--- config.mk ---
export PLATFORM = sky130hd
export DESIGN_NAME = key_cmd_queue_flat
export DESIGN_NICKNAME = d
export VERILOG_FILES = /design/src/rtl/key_cmd_queue_if.sv /design/src/rtl/key_cmd_queue.sv /design/src/flat_wrapper.sv
export SDC_FILE = /design/constraint.sdc
export NUM_CORES = 1
export LEC_CHECK = 0
export CAP_MARGIN = 20
export CORE_MARGIN = 2
export CORE_UTILIZATION = 34
export CTS_CLUSTER_DIAMETER = 100
export DETAILED_ROUTE_END_ITERATION = 10
export DONT_BUFFER_PORTS = 1
export PLACE_DENSITY = 0.6
export SLEW_MARGIN = 20
export SYNTH_ARGS = -nofsm -noshare
export SYNTH_HDL_FRONTEND = slang
export SYNTH_SLANG_ARGS = --single-unit
--- constraint.sdc ---
create_clock -name clk -period 3.9 [get_ports clk]
set_input_delay 0.78 -clock clk [delete_from_list [all_inputs] [get_ports clk]]
set_output_delay 0.78 -clock clk [all_outputs]
set_load 0.01 [all_outputs]
--- src/rtl/key_cmd_queue_if.sv ---
// Key-to-command queue bus: key pulses and flow control in, head command and status out.
// The master modport is the queue itself; the slave modport is the key/consumer side.
interface key_cmd_queue_if #(
   parameter int DEPTH = 4
);
   localparam int CW = $clog2(DEPTH) + 1;

   logic          game_en;
   logic          key_left;
   logic          key_right;
   logic          key_rotate;
   logic          key_down;
   logic          key_drop;
   logic          cmd_ready;
   logic          ovf_clr;
   logic          cmd_valid;
   logic [2:0]    cmd_code;
   logic [CW-1:0] fifo_count;
   logic          overflow;

   modport master (
      input  game_en, key_left, key_right, key_rotate, key_down, key_drop,
      input  cmd_ready, ovf_clr,
      output cmd_valid, cmd_code, fifo_count, overflow
   );

   modport slave (
      output game_en, key_left, key_right, key_rotate, key_down, key_drop,
      output cmd_ready, ovf_clr,
      input  cmd_valid, cmd_code, fifo_count, overflow
   );
endinterface

--- src/rtl/key_cmd_queue.sv ---
// Collects single-cycle key pulses into per-key pending flags and feeds them, one per cycle
// and in fixed priority, into a first-word-fall-through command FIFO.
module key_cmd_queue #(
   parameter int DEPTH = 4
) (
   input  logic            clk,
   input  logic            rst,
   key_cmd_queue_if.master bus
);
   localparam int PW = $clog2(DEPTH);
   localparam int CW = PW + 1;
   localparam logic [CW-1:0] FULL = CW'(DEPTH);

   localparam logic [2:0] CODE_LEFT   = 3'd0;
   localparam logic [2:0] CODE_RIGHT  = 3'd1;
   localparam logic [2:0] CODE_ROTATE = 3'd2;
   localparam logic [2:0] CODE_DOWN   = 3'd3;
   localparam logic [2:0] CODE_DROP   = 3'd4;

   logic [4:0]    key_vec;
   logic [4:0]    pend_q, pend_d;
   logic [4:0]    xfer;
   logic [2:0]    push_code;
   logic          push, pop, merge, wr_en;
   logic [PW-1:0] rd_q, rd_d, wr_q, wr_d;
   logic [CW-1:0] count_q, count_d;
   logic          ovf_q, ovf_d;
   logic [2:0]    mem_q [DEPTH];

   // Bit position of each pending flag equals its command code.
   assign key_vec = {bus.key_drop, bus.key_down, bus.key_rotate, bus.key_right, bus.key_left};
   assign pop     = (count_q != '0) && bus.cmd_ready;

   // NOTE: every always_comb output gets a default first, so no path can infer a latch.
   always_comb begin
      push_code = CODE_LEFT;
      if (pend_q[CODE_DROP])        push_code = CODE_DROP;
      else if (pend_q[CODE_ROTATE]) push_code = CODE_ROTATE;
      else if (pend_q[CODE_LEFT])   push_code = CODE_LEFT;
      else if (pend_q[CODE_RIGHT])  push_code = CODE_RIGHT;
      else if (pend_q[CODE_DOWN])   push_code = CODE_DOWN;
   end

   always_comb begin
      push    = (pend_q != '0) && ((count_q != FULL) || pop);
      xfer    = push ? (5'd1 << push_code) : 5'd0;
      merge   = |(key_vec & pend_q & ~xfer);
      wr_en   = push && bus.game_en;
      pend_d  = (pend_q & ~xfer) | key_vec;
      rd_d    = rd_q + PW'(pop);
      wr_d    = wr_q + PW'(push);
      count_d = count_q + CW'(push) - CW'(pop);
      // A merged pulse must win over a same-cycle clear.
      ovf_d   = merge || (ovf_q && !bus.ovf_clr);
      if (!bus.game_en) begin
         pend_d  = '0;
         rd_d    = '0;
         wr_d    = '0;
         count_d = '0;
         ovf_d   = ovf_q && !bus.ovf_clr;
      end
   end

   // NOTE: sequential state uses non-blocking assignments so every flop samples pre-edge values.
   always_ff @(posedge clk) begin
      if (rst) begin
         pend_q  <= '0;
         rd_q    <= '0;
         wr_q    <= '0;
         count_q <= '0;
         ovf_q   <= 1'b0;
      end else begin
         pend_q  <= pend_d;
         rd_q    <= rd_d;
         wr_q    <= wr_d;
         count_q <= count_d;
         ovf_q   <= ovf_d;
      end
   end

   // NOTE: the storage array is not reset; count_q gates every read, so stale entries are never seen.
   always_ff @(posedge clk) begin
      if (!rst && wr_en) mem_q[wr_q] <= push_code;
   end

   assign bus.cmd_valid  = (count_q != '0);
   assign bus.cmd_code   = bus.cmd_valid ? mem_q[rd_q] : CODE_LEFT;
   assign bus.fifo_count = count_q;
   assign bus.overflow   = ovf_q;
endmodule

--- src/flat_wrapper.sv ---
// flat-port wrapper written by rule: the top's interface ports become plain ports
module key_cmd_queue_flat 
#(
   parameter int DEPTH = 4
)
  (clk, rst, bus_game_en, bus_key_left, bus_key_right, bus_key_rotate, bus_key_down, bus_key_drop, bus_cmd_ready, bus_ovf_clr, bus_cmd_valid, bus_cmd_code, bus_fifo_count, bus_overflow);
  key_cmd_queue_if #(.DEPTH(DEPTH)) bus_i ();
  input  logic clk;
  input  logic rst;
  input wire logic [$bits(bus_i.game_en)-1:0] bus_game_en;
  input wire logic [$bits(bus_i.key_left)-1:0] bus_key_left;
  input wire logic [$bits(bus_i.key_right)-1:0] bus_key_right;
  input wire logic [$bits(bus_i.key_rotate)-1:0] bus_key_rotate;
  input wire logic [$bits(bus_i.key_down)-1:0] bus_key_down;
  input wire logic [$bits(bus_i.key_drop)-1:0] bus_key_drop;
  input wire logic [$bits(bus_i.cmd_ready)-1:0] bus_cmd_ready;
  input wire logic [$bits(bus_i.ovf_clr)-1:0] bus_ovf_clr;
  output wire logic [$bits(bus_i.cmd_valid)-1:0] bus_cmd_valid;
  output wire logic [$bits(bus_i.cmd_code)-1:0] bus_cmd_code;
  output wire logic [$bits(bus_i.fifo_count)-1:0] bus_fifo_count;
  output wire logic [$bits(bus_i.overflow)-1:0] bus_overflow;
  assign bus_i.game_en = bus_game_en;
  assign bus_i.key_left = bus_key_left;
  assign bus_i.key_right = bus_key_right;
  assign bus_i.key_rotate = bus_key_rotate;
  assign bus_i.key_down = bus_key_down;
  assign bus_i.key_drop = bus_key_drop;
  assign bus_i.cmd_ready = bus_cmd_ready;
  assign bus_i.ovf_clr = bus_ovf_clr;
  assign bus_cmd_valid = bus_i.cmd_valid;
  assign bus_cmd_code = bus_i.cmd_code;
  assign bus_fifo_count = bus_i.fifo_count;
  assign bus_overflow = bus_i.overflow;
  key_cmd_queue #(.DEPTH(DEPTH)) u_core (.clk(clk), .rst(rst), .bus(bus_i));
endmodule
== After elaboration in Yosys (flattened, before gate mapping) ==
Memory sizes are Yosys's and may differ from the RTL's. A register that Yosys moved wholly into a read port is not among the register bits.
Cells that the tools add are included.
Widths: inputs -> output; s select.

* Register bits after elaboration: 13
* RAM bits: 12
* Input bits: 10
* Output and inout port bits: 8
* Word-level logic and storage cells: 42
* Memories kept: 1

* Add/subtract/negate cells: 4
* Equality and inequality tests: 1
* Shift-type cells: 1
* Multiplexer cells: 11
* Bitwise gates (word level): 6
* Reductions and logical operators: 13

{| class="wikitable"
|+ Memory list
! name !! depth !! bits a word !! read ports !! clocked after Yosys merged registers in !! wr ports !! line !! RTL
|-
| u_core.mem_q || 4 || 3 || 1 || 1 || 1 || key_cmd_queue.sv:28 || <nowiki>logic [2:0] mem_q [DEPTH];</nowiki>
|}

{| class="wikitable"
|+ Operator list
! kind !! count
|-
| $and 5x5->5 || 3
|-
| $mux 3 || 5
|-
| $logic_and 1x1->1 || 5
|-
| $mux 5 || 1
|-
| $not 5->5 || 1
|-
| $or 5x5->5 || 1
|-
| $reduce_bool 5->1 || 1
|-
| $reduce_or 5->1 || 1
|-
| $shl 1x3->5 const A || 1
|-
| $add 2x1->2 || 2
|-
| $mux 2 || 2
|-
| $add 3x1->3 || 1
|-
| $mux 1 || 3
|-
| $ne 3x3->1 const B || 1
|-
| $reduce_bool 3->1 || 1
|-
| $sub 3x1->3 || 1
|-
| $logic_not 1->1 || 2
|-
| $logic_or 1x1->1 || 2
|-
| $reduce_or 2->1 || 1
|-
| $not 1->1 || 1
|}

== Depth between registers and ports, before layout ==
Gate-level depths: netlist of the first run.

* Word-level depth: 12
* Gate-level depth with buffers: 9
* Mapped depth without buffers: 9

== Worst setup path after synthesis of the first run ==
No wires, ideal clock.

* Path kind: input-to-reg
* Start point: input port bus_cmd_ready
* End point: register u_core.count_q[2], in the netlist u_core.bus.fifo_count[2]
* Setup time: 124 ps
* Arrival time: 2181 ps
* Required time: 3776 ps
* Setup slack: 1594 ps
* Stages: 7
* Path buffers: 0
* Cells stage by stage: nor4b_1 -> a21oi_1 -> ha_1 -> fa_1 -> xnor2_1 -> xnor2_1 -> nor2_1

* Word-level cells in the longest chain between the ends: 5

{| class="wikitable"
|+ Ends and longest elaborated chain
! element !! line !! RTL
|-
| start, declared || flat_wrapper.sv:16 || <nowiki>input wire logic [$bits(bus_i.cmd_ready)-1:0] bus_cmd_ready;</nowiki>
|-
| $logic_and 1x1->1 (*) || key_cmd_queue.sv:32 || <nowiki>assign pop = (count_q != '0) && bus.cmd_ready;</nowiki>
|-
| $logic_or 1x1->1 || key_cmd_queue.sv:45 || <nowiki>push = (pend_q != '0) && ((count_q != FULL) || pop);</nowiki>
|-
| $logic_and 1x1->1 || key_cmd_queue.sv:45 ||
|-
| $add 3x1->3 || key_cmd_queue.sv:52 || <nowiki>count_d = count_q + CW'(push) - CW'(pop);</nowiki>
|-
| $sub 3x1->3 (*) || key_cmd_queue.sv:52 ||
|-
| end signal, assigned || key_cmd_queue.sv:76 || <nowiki>count_q <= count_d;</nowiki>
|-
| end, declared || key_cmd_queue.sv:26 || <nowiki>logic [CW-1:0] count_q, count_d;</nowiki>
|}

Every way passes the cells marked *; elsewhere a longest branch is shown, timed or not.
A chain may end at the register's enable or synchronous reset.

== Worst setup path in the final report of the first run ==
* Start point: register u_core.count_q[1], in the netlist u_core.bus.fifo_count[1]
* End point: register u_core.count_q[2], in the netlist u_core.bus.fifo_count[2]

* Word-level cells in the longest chain between the ends: 6
* Elaborated cells on any way between the ends: 7
* Classes of those cells: add/sub: 2; eq/ne: 1; reduce/logical: 4

{| class="wikitable"
|+ Ends and longest elaborated chain
! element !! line
|-
| $reduce_bool 3->1 || key_cmd_queue.sv:32
|-
| $logic_and 1x1->1 || key_cmd_queue.sv:32
|-
| $logic_or 1x1->1 || key_cmd_queue.sv:45
|-
| $logic_and 1x1->1 || key_cmd_queue.sv:45
|-
| $add 3x1->3 || key_cmd_queue.sv:52
|-
| $sub 3x1->3 (*) || key_cmd_queue.sv:52
|}

Marked as above.

==> impl_metrics.env, run 1 <==
export IMPL_coreArea_um2=3103
export IMPL_syn_nets=113
export IMPL_skew_ps=0.9385
export IMPL_cts_tree="done"
export IMPL_antenna_cells=0
export IMPL_vdd_drop_max_mv=0.2369
export IMPL_start_util=0.3633
export IMPL_final_max_slew_viol_count=0
export IMPL_period_needed_ps=2474
export IMPL_fin_crit_sh=0.6345
export IMPL_tightest_slew_ps=578.6
export IMPL_critPathArrivalTime_ps=2680
export IMPL_cts_path_max_buffers=2
export IMPL_synth_area_per_cell_um2=11.50
export IMPL_required_ps=4110
export IMPL_clk_pin_slew_ps=130
export IMPL_yosys_area_top_type="edfxtp_1"
export IMPL_yosys_top_cells_count="13 x dfxtp_1, 12 x edfxtp_1, 12 x nor2_1"
export IMPL_slew_headroom=0.6088
export IMPL_worstSetupEndpointType="register"
export IMPL_wl_met1_um=876
export IMPL_ios=18
export IMPL_cts_sinks=25
export IMPL_post_synth_num_cell_types=25
export IMPL_setup_viol=0
export IMPL_firstDrtPassIters=4
export IMPL_synth_seq_area_share=0.5505
export IMPL_r2r_end="u_core.bus.fifo_count[2]"
export IMPL_crit_chain="nor3_1, nor2b_1, ha_1, inv_1, ha_1, fa_1, xnor2_1, xnor2_1, nor2_1"
export IMPL_grt_usage=0.1225
export IMPL_vias=699
export IMPL_rsz0062_at_grt="false"
export IMPL_h_tree_depth=1
export IMPL_die_height_um=61.58
export IMPL_critPathLaunchType="register"
export IMPL_power_density_nw_per_um2=421.0
export IMPL_leakagePower_nw=0.4125
export IMPL_cp_max_fo=6
export IMPL_synth_cell_area_um2=1127
export IMPL_synth_edf_count=12
export IMPL_drc=0
export IMPL_ys_flop_type="dfxtp_1"
export IMPL_max_freq_mhz=404.1
export IMPL_drt_wl_total_um=1942
export IMPL_critPathMaxStageDelay_ps=530
export IMPL_drv_cap=0
export IMPL_overflow=0
export IMPL_final_antenna_net_count=0
export IMPL_yosys_cell_count_top_type="dfxtp_1"
export IMPL_nets=117
export IMPL_wl_met2_um=961
export IMPL_place_gp_congestion=0.7157
export IMPL_cp_endpoint="u_core.bus.fifo_count[2]"
export IMPL_rrSetupSlack_ps=1430
export IMPL_crit_type="reg -> reg"
export IMPL_portBuffers=0
export IMPL_reg2reg_depth=9
export IMPL_setup_tns_final_ps=0
export IMPL_synth_async_reset_ratio=0
export IMPL_top_layer="met4"
export IMPL_route_met3_wl_um=91
export IMPL_cts_resized=0
export IMPL_syn_inst=98
export IMPL_final_util=0.3895
export IMPL_cts_inserted_buffers=3
export IMPL_slowest_stage="nor3_1"
export IMPL_final_hold_violation_count=0
export IMPL_netlist_top_cells_area="edfxtp_1 32%, dfxtp_1 23%, mux4_2 6.0%"
export IMPL_grt_max_degree=16
export IMPL_finalPower_mw=0.5088
export IMPL_postCtsSetupBuffers=0
export IMPL_grt_pass1_vias=740
export IMPL_synth_seq_cells=25
export IMPL_first_iter_violations=13
export IMPL_synth_top_area_share=0.3196
export IMPL_layout_drive_gt1_share=0.08911
export IMPL_die_w_um=61.58
export IMPL_hp_class="in -> reg"
export IMPL_cts_hold_buf=0
export IMPL_setup_worst_path_start="u_core.bus.fifo_count[1]"
export IMPL_syn2layout_area_growth_pct=7.214
export IMPL_antenna_found_initial=0
export IMPL_clockRootBuffer="clkbuf_4"
export IMPL_insertion_delay_ps=310
export IMPL_routed_via_density=4.821
export IMPL_grt_pass1_wl_um=3298
export IMPL_dieArea_um2=3792
export IMPL_wl_per_cell_um=13.39
export IMPL_std_cell_rows=20
export IMPL_synth_warnings=0
export IMPL_r2r_start="u_core.bus.fifo_count[1]"
export IMPL_status="finished clean"
## metrics by stage
| stage | hold slack (ps) | setup WS [ps] | instances | instance area [um2] |
|---|---|---|---|---|
| 3_5_place_dp | 545.9 | 1275 | 141 | 1179 |
| 5_1_grt | 492.0 | 1188 | 145 | 1209 |
| 4_1_cts | 496.3 | 1381 | 145 | 1209 |
| 6_report | 513.6 | 1426 | 145 | 1209 |
| 3_3_place_gp | 545.8 | 1266 | 141 | 1179 |
| 2_1_floorplan | 495.7 | 1594 | 98 | 1127 |
## worst min path at each step
stage                      from             endpoint  slack [ps]  depth (start not counted)
5_1_grt                     rst  u_core.bus.overflow         490                          1
6_report                    rst  u_core.bus.overflow         510                          1
4_1_cts                     rst  u_core.bus.overflow         500                          1
3_3_place_gp   u_core.pend_q[1]     u_core.pend_q[1]         550                          2
2_1_floorplan  u_core.pend_q[1]     u_core.pend_q[1]         500                          2
3_5_place_dp   u_core.pend_q[1]     u_core.pend_q[1]         550                          2
## logic make-up (layout without fill, tap and decap cells)
family                   after synthesis  count (layout)  share of synthesized area
buffers and inverters                  9              12                    0.02996
XOR/XNOR                               4               4                    0.03107
AND/OR/NAND/NOR                       38              38                     0.1831
AO/OA/AOI/OAI                         14              14                    0.08324
adder cells (fa/ha/maj)                5               5                    0.06216
multiplexers                           3               3                    0.05993
flip-flops                            25              25                     0.5505
## where the power goes
part           leakage, nW  switching (mW)  internal (mW)
Combinational        0.182          0.0520         0.0390
Clock               0.0139          0.0743         0.0391
Sequential           0.216          0.0173          0.287
Total                0.413           0.144          0.365
## layout by cell type (no fill, tap or decap), drive strengths merged, types with 4 or more instances in the layout
cell and n:
xnor2 4, edfxtp 12, ha 4, and2 4
inv 8, nor2b 7, nand2 4, dfxtp 13
nor2 12, a21oi 7
## final cells by class
class	instances	area, um2
Clock inverter	1	7.507
Clock buffer	3	22.52
Multi-Input combinational cell	64	473.0
Tap cell	44	55.05
Sequential cell	25	620.6
Inverter	8	30.03
Fill cell	319	1894
## flip-flops by register name, summed over array words and instances (netlist names)
signal                 cells
u_core.rd_q                2
u_core.bus.fifo_count      3
u_core.pend_q              5
u_core.bus.overflow        1
u_core.wr_q                2
u_core.mem_q              12
## metal layers
layer,global-route usage,vias to the layer above
met5,0,-
met4,0.02736,0
met3,0.03992,2
met2,0.2135,15
met1,0.1472,332
li1,-,350
## worst max-delay path: cells and delay by family, from the launching register on
kind	cells	cell delay (ps)
fa+ha+maj	3	880
simple gates	3	720
flops	1	410
xor+xnor	2	310
buf+inv	1	40
(Power assumes the default switching activity.)
==> run 2, diff against run 1 <==
- clock period: 3.9 -> 2.4 ns (I/O delays scaled with it)
==> impl_metrics.env, run 2 (synthesis results as in run 1) <==
export IMPL_drt_wl_total_um=1968
export IMPL_layout_common_cells="13 x dfxtp_1, 12 x nor2_1, 12 x edfxtp_1"
export IMPL_setup_viol=0
export IMPL_crit_chain="nor3_1, nor2b_1, ha_1, inv_1, ha_1, fa_1, xnor2_1, xnor2_1, nor2_1"
export IMPL_clk_pin_slew_ps=130
export IMPL_postCtsSetupBuffers=0
export IMPL_final_max_slew_viol_count=0
export IMPL_status="finished clean"
export IMPL_antenna_cells=0
export IMPL_hp_class="in -> reg"
export IMPL_tightest_slew_ps=525.7
export IMPL_grt_max_degree=16
export IMPL_rsz0062_at_grt="false"
export IMPL_setup_tns_final_ps=0
export IMPL_seqCellArea_um2=620.6
export IMPL_required_ps=2610
export IMPL_final_common_cell="dfxtp_1"
export IMPL_final_antenna_net_count=0
export IMPL_antenna_found_initial=0
export IMPL_grt_pass1_wl_um=3312
export IMPL_coreArea_um2=3103
export IMPL_std_cell_rows=20
export IMPL_multi_input_area_um2=473.0
export IMPL_fillerInstances=313
export IMPL_die_w_um=61.58
export IMPL_leakagePower_nw=0.4275
export IMPL_drc=0
export IMPL_die_height_um=61.58
export IMPL_portBuffers=0
export IMPL_ios=18
export IMPL_max_freq_mhz=464.9
export IMPL_cts_hold_buf=0
export IMPL_layout_drive_gt1_share=0.1154
export IMPL_critPathMaxStageDelay_ps=410
export IMPL_start_util=0.3633
export IMPL_insertion_delay_ps=320
export IMPL_power_density_nw_per_um2=685.4
export IMPL_vdd_drop_max_mv=0.2847
export IMPL_largest_reg_flops=12
export IMPL_fin_crit_sh=0.8963
export IMPL_syn2layout_area_growth_pct=9.212
export IMPL_cts_inserted_buffers=3
export IMPL_p_clk_frac=0.224
export IMPL_slowest_stage="dfxtp_1"
export IMPL_drv_cap=0
export IMPL_slew_headroom=0.6469
export IMPL_period_needed_ps=2151
export IMPL_cp_max_fo=6
export IMPL_cts_resized=0
export IMPL_final_hold_violation_count=0
export IMPL_place_gp_congestion=0.7572
export IMPL_finalPower_mw=0.8439
export IMPL_overflow=0
export IMPL_finalWorstSetupSlack_ps=248.9
export IMPL_clockRootBuffer="clkbuf_4"
export IMPL_combPwrFrac=0.191
export IMPL_power_share_sequential=0.586
export IMPL_hpwl_um=1519
export IMPL_cts_path_max_buffers=2
export IMPL_wl_per_cell_um=13.30
export IMPL_nets=120
export IMPL_cts_tree="done"
export IMPL_dp_slack_ps=244.0
export IMPL_h_tree_depth=1
export IMPL_power_switching_mw=0.2394
export IMPL_dieArea_um2=3792
export IMPL_vias=701
export IMPL_p_int_mw=0.6045
export IMPL_routed_via_density=4.736
export IMPL_p_sw_frac=0.2837
export IMPL_grt_pass1_vias=746
export IMPL_worstSetupEndpointType="register"
export IMPL_cts_sinks=25
export IMPL_skew_ps=6.710
export IMPL_first_iter_violations=11
export IMPL_firstDrtPassIters=4
export IMPL_critPathArrivalTime_ps=2360
export IMPL_critPathLaunchType="register"
export IMPL_grt_usage=0.1236
export IMPL_top_register="u_core.mem_q"
export IMPL_rrSetupSlack_ps=250
export IMPL_crit_type="reg -> reg"
## run 2: critical path, delay by kind of cell, from the launching register on
| kind | cells | cell delay (ps) |
|---|---|---|
| adder cells (fa/ha/maj) | 3 | 850 |
| AND/OR/NAND/NOR | 3 | 420 |
| flip-flops | 1 | 410 |
| XOR/XNOR | 2 | 320 |
| buffers and inverters | 1 | 40 |
## run 2: path summary, 6_finish.rpt
path / startpoint / cells past startpoint / endpoint
worst max-delay path: u_core.bus.fifo_count[1] / 9 / u_core.bus.fifo_count[2]
worst min-delay path: rst / 1 / u_core.bus.overflow
worst max register to register: u_core.bus.fifo_count[1] / 9 / u_core.bus.fifo_count[2]
worst min register to register: u_core.pend_q[0] / 2 / u_core.pend_q[0]
## run 2: per-stage QoR
step	util	hold WS (ps)	cell area, um2	std cells
after floorplan	-	495.7	1127	98
after global placement	0.3871	542.0	1201	144
after detailed placement	0.3871	547.9	1201	144
after CTS	0.3968	212.6	1231	148
after global routing	0.3968	209.4	1231	148
final	0.3968	220.2	1231	148
## run 2: area by class of cell
type | instances | share of cell area
clock buffers | 3 | 0.01829
repair buffers | 3 | 0.01829
clock inverters | 1 | 0.006098
flip-flops and latches | 25 | 0.5041
well taps | 44 | 0.04472
multi-input cells | 64 | 0.3841
inverters | 8 | 0.02439
## run 2: power by group through the flow
stage	sequential, mW	clock, mW	combinational, mW
2_1_floorplan	0.498	0	0.120
3_3_place_gp	0.503	0	0.157
3_5_place_dp	0.504	0	0.164
4_1_cts	0.495	0.195	0.166
5_1_grt	0.498	0.206	0.186
6_report	0.494	0.189	0.161
## run 2: metal layers
metal	vias up	routed length (um)	GRT usage
met2	22	967	0.2060
li1	360	-	-
met4	0	14	0.04559
met1	317	849	0.1478
met5	-	0	0
met3	2	136	0.04202
